File: src/rtl/factor_judge_if.sv
// factor_judge_if: request/verdict bundle between the answer-input block
// (master) and the factor judge (slave).
`timescale 1ns/1ps
interface factor_judge_if #(
  parameter int NUM_DIGITS = 6,
  parameter int DIGIT_W    = 4,
  parameter int PROB_W     = 12,
  parameter int SCORE_W    = 8
);
  logic                          start;
  logic [PROB_W-1:0]             problem;
  logic [NUM_DIGITS*DIGIT_W-1:0] check;
  logic                          busy;
  logic                          done;
  logic                          verdict_ok;
  logic [1:0]                    err_code;
  logic [SCORE_W-1:0]            score;

  modport master (
    output start, problem, check,
    input  busy, done, verdict_ok, err_code, score
  );

  modport slave (
    input  start, problem, check,
    output busy, done, verdict_ok, err_code, score
  );
endinterface

File: src/rtl/factor_judge.sv
// factor_judge: sequential checker for a factorization answer. Digits are
// walked most-significant first; each prime digit is multiplied into a running
// product with a DIGIT_W-cycle shift-add, and the result is compared with the
// problem number. A one-cycle done pulse carries the verdict.
// Optional macro JUDGE_SCORE_EN adds a saturating correct-verdict counter;
// without it the score output is tied to zero.
`timescale 1ns/1ps
module factor_judge #(
  parameter int NUM_DIGITS = 6,
  parameter int DIGIT_W    = 4,
  parameter int PROB_W     = 12,
  parameter int SCORE_W    = 8
) (
  input  logic         CLK,
  input  logic         RST,
  factor_judge_if.slave bus
);
  localparam int WORD_W = NUM_DIGITS * DIGIT_W;
  localparam int PROD_W = PROB_W + DIGIT_W;
  localparam int IDX_W  = (NUM_DIGITS > 1) ? $clog2(NUM_DIGITS) : 1;
  localparam int BIT_W  = (DIGIT_W > 1) ? $clog2(DIGIT_W) : 1;

  localparam logic [1:0] ERR_OK      = 2'd0;
  localparam logic [1:0] ERR_PRIME   = 2'd1;
  localparam logic [1:0] ERR_FORMAT  = 2'd2;
  localparam logic [1:0] ERR_PRODUCT = 2'd3;

  typedef enum logic [2:0] {S_IDLE, S_FETCH, S_MUL, S_COMPARE, S_DONE} state_t;

  state_t              state;
  logic [WORD_W-1:0]   word_r;     // answer word, shifted left so the current digit sits on top
  logic [PROB_W-1:0]   problem_r;
  logic [PROB_W-1:0]   acc;        // running product; constant during a MUL pass
  logic [PROD_W-1:0]   prod;       // partial product of the MUL pass in progress
  logic [DIGIT_W-1:0]  prev;
  logic [DIGIT_W-1:0]  mul_d;
  logic [IDX_W-1:0]    idx;
  logic [BIT_W-1:0]    bit_i;
  logic                seen;
  logic                ovf;
  logic [1:0]          err;
  logic                busy_r;
  logic                done_r;
  logic                ok_r;
  logic [1:0]          code_r;

  logic [DIGIT_W-1:0]  cur_d;
  logic [PROD_W-1:0]   mul_term;
  logic [PROD_W-1:0]   mul_sum;
  logic                last_digit;
  logic                last_bit;

  function automatic logic is_prime_digit(input logic [DIGIT_W-1:0] d);
    int v;
    v = int'(d);
    return (v == 2) || (v == 3) || (v == 5) || (v == 7) || (v == 11) || (v == 13);
  endfunction

  // Current digit, loop-end flags and the shift-add step for this MUL cycle.
  always_comb begin
    cur_d      = word_r[WORD_W-1 -: DIGIT_W];
    last_digit = (idx == IDX_W'(NUM_DIGITS - 1));
    last_bit   = (bit_i == BIT_W'(DIGIT_W - 1));
    mul_term   = mul_d[bit_i] ? (PROD_W'(acc) << bit_i) : '0;
    mul_sum    = prod + mul_term;
  end

  // Judgement FSM; control and verdict outputs are reset, the datapath is
  // (re)loaded on every accepted start.
  always_ff @(posedge CLK) begin
    if (RST) begin
      state  <= S_IDLE;
      busy_r <= 1'b0;
      done_r <= 1'b0;
      ok_r   <= 1'b0;
      code_r <= ERR_OK;
    end else begin
      done_r <= 1'b0;
      case (state)
        S_IDLE: begin
          if (bus.start) begin
            word_r    <= bus.check;
            problem_r <= bus.problem;
            acc       <= PROB_W'(1);
            idx       <= '0;
            prev      <= '0;
            seen      <= 1'b0;
            ovf       <= 1'b0;
            busy_r    <= 1'b1;
            ok_r      <= 1'b0;
            code_r    <= ERR_OK;
            state     <= S_FETCH;
          end
        end
        S_FETCH: begin
          if ((cur_d == '0) && !seen) begin
            if (last_digit) begin
              state <= S_COMPARE;
            end else begin
              idx    <= idx + 1'b1;
              word_r <= word_r << DIGIT_W;
            end
          end else if (cur_d == '0) begin
            err   <= ERR_FORMAT;
            state <= S_DONE;
          end else if (!is_prime_digit(cur_d)) begin
            err   <= ERR_PRIME;
            state <= S_DONE;
          end else if (cur_d < prev) begin
            err   <= ERR_FORMAT;
            state <= S_DONE;
          end else begin
            prev  <= cur_d;
            seen  <= 1'b1;
            mul_d <= cur_d;
            prod  <= '0;
            bit_i <= '0;
            state <= S_MUL;
          end
        end
        S_MUL: begin
          prod  <= mul_sum;
          bit_i <= bit_i + 1'b1;
          if (last_bit) begin
            acc <= mul_sum[PROB_W-1:0];
            ovf <= ovf | (|mul_sum[PROD_W-1:PROB_W]);
            if (last_digit) begin
              state <= S_COMPARE;
            end else begin
              idx    <= idx + 1'b1;
              word_r <= word_r << DIGIT_W;
              state  <= S_FETCH;
            end
          end
        end
        S_COMPARE: begin
          err   <= (!seen || ovf || (acc != problem_r)) ? ERR_PRODUCT : ERR_OK;
          state <= S_DONE;
        end
        S_DONE: begin
          done_r <= 1'b1;
          ok_r   <= (err == ERR_OK);
          code_r <= err;
          busy_r <= 1'b0;
          state  <= S_IDLE;
        end
        default: state <= S_IDLE;
      endcase
    end
  end

  assign bus.busy       = busy_r;
  assign bus.done       = done_r;
  assign bus.verdict_ok = ok_r;
  assign bus.err_code   = code_r;

`ifdef JUDGE_SCORE_EN
  logic [SCORE_W-1:0] score_r;

  function automatic logic [SCORE_W-1:0] sat_inc(input logic [SCORE_W-1:0] v);
    return (&v) ? v : v + 1'b1;
  endfunction

  // Tally correct verdicts as they are issued; only reset clears the tally.
  always_ff @(posedge CLK) begin
    if (RST) begin
      score_r <= '0;
    end else if ((state == S_DONE) && (err == ERR_OK)) begin
      score_r <= sat_inc(score_r);
    end
  end

  assign bus.score = score_r;
`else
  assign bus.score = '0;
`endif
endmodule

File: src/flat_wrapper.sv
// flat-port wrapper written by rule: the top's interface ports become plain ports
module factor_judge_flat 
#(
  parameter int NUM_DIGITS = 6,
  parameter int DIGIT_W    = 4,
  parameter int PROB_W     = 12,
  parameter int SCORE_W    = 8
)
  (CLK, RST, bus_start, bus_problem, bus_check, bus_busy, bus_done, bus_verdict_ok, bus_err_code, bus_score);
  factor_judge_if #(.NUM_DIGITS(NUM_DIGITS), .DIGIT_W(DIGIT_W), .PROB_W(PROB_W), .SCORE_W(SCORE_W)) bus_i ();
  input  logic CLK;
  input  logic RST;
  input wire logic [$bits(bus_i.start)-1:0] bus_start;
  input wire logic [$bits(bus_i.problem)-1:0] bus_problem;
  input wire logic [$bits(bus_i.check)-1:0] bus_check;
  output wire logic [$bits(bus_i.busy)-1:0] bus_busy;
  output wire logic [$bits(bus_i.done)-1:0] bus_done;
  output wire logic [$bits(bus_i.verdict_ok)-1:0] bus_verdict_ok;
  output wire logic [$bits(bus_i.err_code)-1:0] bus_err_code;
  output wire logic [$bits(bus_i.score)-1:0] bus_score;
  assign bus_i.start = bus_start;
  assign bus_i.problem = bus_problem;
  assign bus_i.check = bus_check;
  assign bus_busy = bus_i.busy;
  assign bus_done = bus_i.done;
  assign bus_verdict_ok = bus_i.verdict_ok;
  assign bus_err_code = bus_i.err_code;
  assign bus_score = bus_i.score;
  factor_judge #(.NUM_DIGITS(NUM_DIGITS), .DIGIT_W(DIGIT_W), .PROB_W(PROB_W), .SCORE_W(SCORE_W)) u_core (.CLK(CLK), .RST(RST), .bus(bus_i));
endmodule
File: config.mk
export PLATFORM = sky130hd
export DESIGN_NAME = factor_judge_flat
export DESIGN_NICKNAME = d
export VERILOG_FILES = /design/src/rtl/factor_judge_if.sv /design/src/rtl/factor_judge.sv /design/src/flat_wrapper.sv
export SDC_FILE = /design/constraint.sdc
export NUM_CORES = 1
export LEC_CHECK = 0
export ABC_AREA = 1
export BUFFER_PORTS_ARGS = -buffer_cell sky130_fd_sc_hd__clkbuf_2
export CAP_MARGIN = 10
export CORE_ASPECT_RATIO = 1.5
export CORE_UTILIZATION = 50
export DETAILED_ROUTE_END_ITERATION = 10
export GPL_TIMING_DRIVEN = 0
export HOLD_SLACK_MARGIN = 0.02
export PLACE_DENSITY = 0.72
export SETUP_SLACK_MARGIN = 0.4
export SLEW_MARGIN = 10
export SYNTH_ARGS = -nofsm -noshare
export SYNTH_HDL_FRONTEND = slang
export SYNTH_SLANG_ARGS = --single-unit
File: constraint.sdc
create_clock -name CLK -period 2.57 [get_ports CLK]
set_clock_uncertainty 0.05 [all_clocks]
set_input_delay 0.3855 -clock CLK [delete_from_list [all_inputs] [get_ports CLK]]
set_output_delay 0.3855 -clock CLK [all_outputs]
set_load 0.02 [all_outputs]
==> impl_metrics.env <==
export IMPL_finalSetupViolCount=16
export IMPL_numCtsBuffers=9
export IMPL_hpwl_um=8470
export IMPL_drt_total_wl_um=12400
export IMPL_cts_clk_slew_worst_paths_ns=0.07
export IMPL_required_ns=2.60
export IMPL_ys_warnings_count=0
export IMPL_final_cells=807
export IMPL_fmax_mhz=356
export IMPL_cp_common_cell="nand2_1"
export IMPL_ys_ff_latch=89
export IMPL_overflow=0
export IMPL_reg2reg_slack_ns=-0.24
export IMPL_tightest_slew_ns=0.700
export IMPL_ios=52
export IMPL_clock_root_buffer="clkbuf_16"
export IMPL_antenna_found_initial=0
export IMPL_netlist_instances=598
export IMPL_nets=748
export IMPL_clock_path_buffers=2
export IMPL_path_cells="inv_4 -> nor2_4 -> nor2_4 -> o21ai_4 -> nand2_4 -> buf_8 -> o21ai_4 -> inv_2 -> ha_4 -> nand2_4 -> nor3_4 -> and2_4 -> nand2_2 -> nand2_1 -> nand2_1 -> nand2_2 -> nand2_1 -> nor2_2 -> nor2_1"
export IMPL_die_w_um=83.8
export IMPL_clkLatencyLatePin_ns=0.34
export IMPL_post_route_min_period_ns=2.81
export IMPL_core_area_um2=9740
export IMPL_grtUsageTotal_pct=24.2
export IMPL_finalSetupTns_ns=-1.66
export IMPL_cts_tree="yes"
export IMPL_vias=4273
export IMPL_slew_headroom_pct=53.3
export IMPL_syn_cell_area_um2=5020
export IMPL_antenna_cells=0
export IMPL_intPower_mw=3.08
export IMPL_leakage_nw=2.99
export IMPL_violations="setup timing"
export IMPL_yosysSeqAreaShare_pct=51.6
export IMPL_worstSetupStartpointType="register"
export IMPL_avgSynthCellArea_um2=8.40
export IMPL_total_power_mw=4.47
export IMPL_crit_fanout=8
export IMPL_status="finished with violations"
export IMPL_area_growth_pct=32.5
export IMPL_drv_slew=0
export IMPL_die_y_um=125
export IMPL_wl_per_cell_um=15.4
export IMPL_fin_crit_sh_pct=109
export IMPL_dieArea_um2=10500
export IMPL_grt_setup_unrepaired="true"
export IMPL_vias_per_cell=5.29
export IMPL_initial_core_util_pct=51.6
export IMPL_cp_arrival_ns=2.84
export IMPL_first_iter_violations=238
export IMPL_pwr_share_clk_pct=32.9
export IMPL_power_density_nw_per_um2=672
export IMPL_hold_class="in -> reg"
export IMPL_slowest_stage="edfxtp_1"
export IMPL_drv_cap=0
export IMPL_gp_congestion=0.893
export IMPL_grt_max_degree=19
export IMPL_max_stage_delay_ns=0.54
export IMPL_grt_pass1_vias=4277
export IMPL_dp_cells=763
export IMPL_endpoint_kind="register"
export IMPL_io_buffers=43
export IMPL_p_sw_mw=1.39
export IMPL_setup_ws_ns=-0.240
export IMPL_pwr_share_comb_pct=26.0
export IMPL_drive_gt1_share_pct=35.8
export IMPL_drc=0
export IMPL_grt_pass1_wl_um=19700
export IMPL_crit_buf_inv=3
export IMPL_crit_family="simple AND/OR/NAND/NOR gates"
export IMPL_clock_sinks=89
export IMPL_p_seq_share_pct=41.1
export IMPL_dr_pass1_iters=5
export IMPL_yosys_cell_types_count=40
export IMPL_ir_drop_mv=0.543
export IMPL_power_switching_share_pct=31.0
export IMPL_drtAntennaViolNets=0
export IMPL_hold_viol_final=0
export IMPL_rows=44
export IMPL_htree_levels=3
export IMPL_timing_setup_critical_path_class="reg -> reg"
## kinds of logic (layout without fill, tap and decap cells)
group | after synthesis | in the layout | share of synthesized area (%)
and+or+nand+nor | 299 | 299 | 25.0
buffers and inverters | 111 | 196 | 9.46
AOI/OAI and AO/OA | 70 | 72 | 7.20
other | 1 | 8 | 0.0746
DFF | 89 | 89 | 51.6
adders and majority gates | 22 | 22 | 5.63
muxes | 1 | 1 | 0.199
xor gates and xnor gates | 5 | 5 | 0.872
## cell usage in the layout (no fill, tap or decap), types with 5 or more instances in the layout
cell type / instances
a21oi_1: 14
a21oi_2: 9
buf_4: 28
buf_6: 8
clkbuf_16: 9
clkbuf_2: 44
conb_1: 8
dfxtp_1: 8
edfxtp_1: 81
ha_1: 9
ha_4: 11
inv_1: 70
inv_2: 18
nand2_1: 138
nand2_2: 36
nand2_4: 7
nand3_1: 12
nand3_2: 6
nand4_1: 5
nor2_1: 55
nor2_2: 13
nor3_1: 5
o21ai_0: 12
o21ai_1: 13
o21ai_2: 8
o21ai_4: 5
## through the flow
stage                     hold WS (ns)  setup WS [ns]  utilization (%)  instance area, µm²
after global placement           0.404         -0.328             57.4                5590
after global routing             0.157         -0.394             68.3                6650
after CTS                        0.150         -0.206             66.4                6470
after floorplan                  0.419          0.135                -                5230
after detailed placement         0.411         -0.403             57.4                5590
final                            0.166         -0.240             68.3                6650
## power groups by stage
stage	Clock (mW)	Combinational (mW)	Sequential, mW
final	1.47	1.16	1.84
after global routing	1.52	1.27	1.85
after CTS	1.48	1.08	1.83
after detailed placement	0	0.847	1.87
after global placement	0	0.817	1.86
after floorplan	0	0.632	1.85
## Yosys cell counts, drive strengths merged
master    n  area, µm²
a21oi    26        130
a31oi     1       6.26
and2      2       12.5
buf      15        113
clkbuf    5       20.0
clkinv    1       5.00
conb      1       3.75
dfxtp     8        160
edfxtp   81       2430
fa        1       20.0
ha       21        263
inv      90        338
mux2i     1       10.0
nand2   181        692
nand3    20        100
nand3b    2       15.0
nand4     5       31.3
nor2     72        280
nor3     11       76.3
nor4      2       18.8
o211ai    1       7.51
o21a      2       15.0
o21ai    38        190
o22ai     2       12.5
or2       4       27.5
xnor2     3       26.3
xor2      2       17.5
## area by class of cell
class | instances | area (µm²)
Buffer | 20 | 160
Clock buffer | 9 | 225
Clock inverter | 7 | 109
Fill cell | 741 | 3090
Inverter | 91 | 348
Multi-Input combinational cell | 407 | 2610
Sequential cell | 89 | 2590
Tap cell | 115 | 144
Timing Repair Buffer | 69 | 462
## worst paths after layout
path / start / to / cells past startpoint
worst max register to register: u_core.bit_i[0]$_SDFFCE_PN0P_ / u_core.ovf$_SDFFCE_PN0P_ / 19
worst min-delay path: bus_problem[10] / u_core.problem_r[10]$_DFFE_PP_ / 1
worst max-delay path: u_core.bit_i[0]$_SDFFCE_PN0P_ / u_core.ovf$_SDFFCE_PN0P_ / 19
worst min register to register: u_core.bus.busy$_SDFFE_PP0P_ / u_core.bus.busy$_SDFFE_PP0P_ / 2
## metal layers
metal  GRT usage, %  up-vias  wire [µm]
met2           47.8      106       7180
met4           12.3        0        416
met3           3.38       29        443
met5              0        -          0
li1               -     2110          -
met1           23.8     2028       4390
## repair_timing
action	CTS	global route
hold buffers	0	0
pin swaps	48	19
setup endpoints to repair	86	76
gates cloned	4	0
gates resized for setup	112	45
buffers inserted	20	4
## registers in the layout (all words and copies together) (netlist names)
signal                 flops
u_core.state               3
u_core.idx                 3
u_core.err                 2
u_core.seen                1
u_core.ovf                 1
u_core.bus.err_code        2
u_core.prev                4
u_core.acc                12
u_core.problem_r          12
u_core.prod               16
u_core.bus.verdict_ok      1
u_core.mul_d               4
u_core.bit_i               2
u_core.bus.done            1
u_core.bus.busy            1
u_core.word_r             24
No activity file was read; power rests on OpenSTA's default activity.
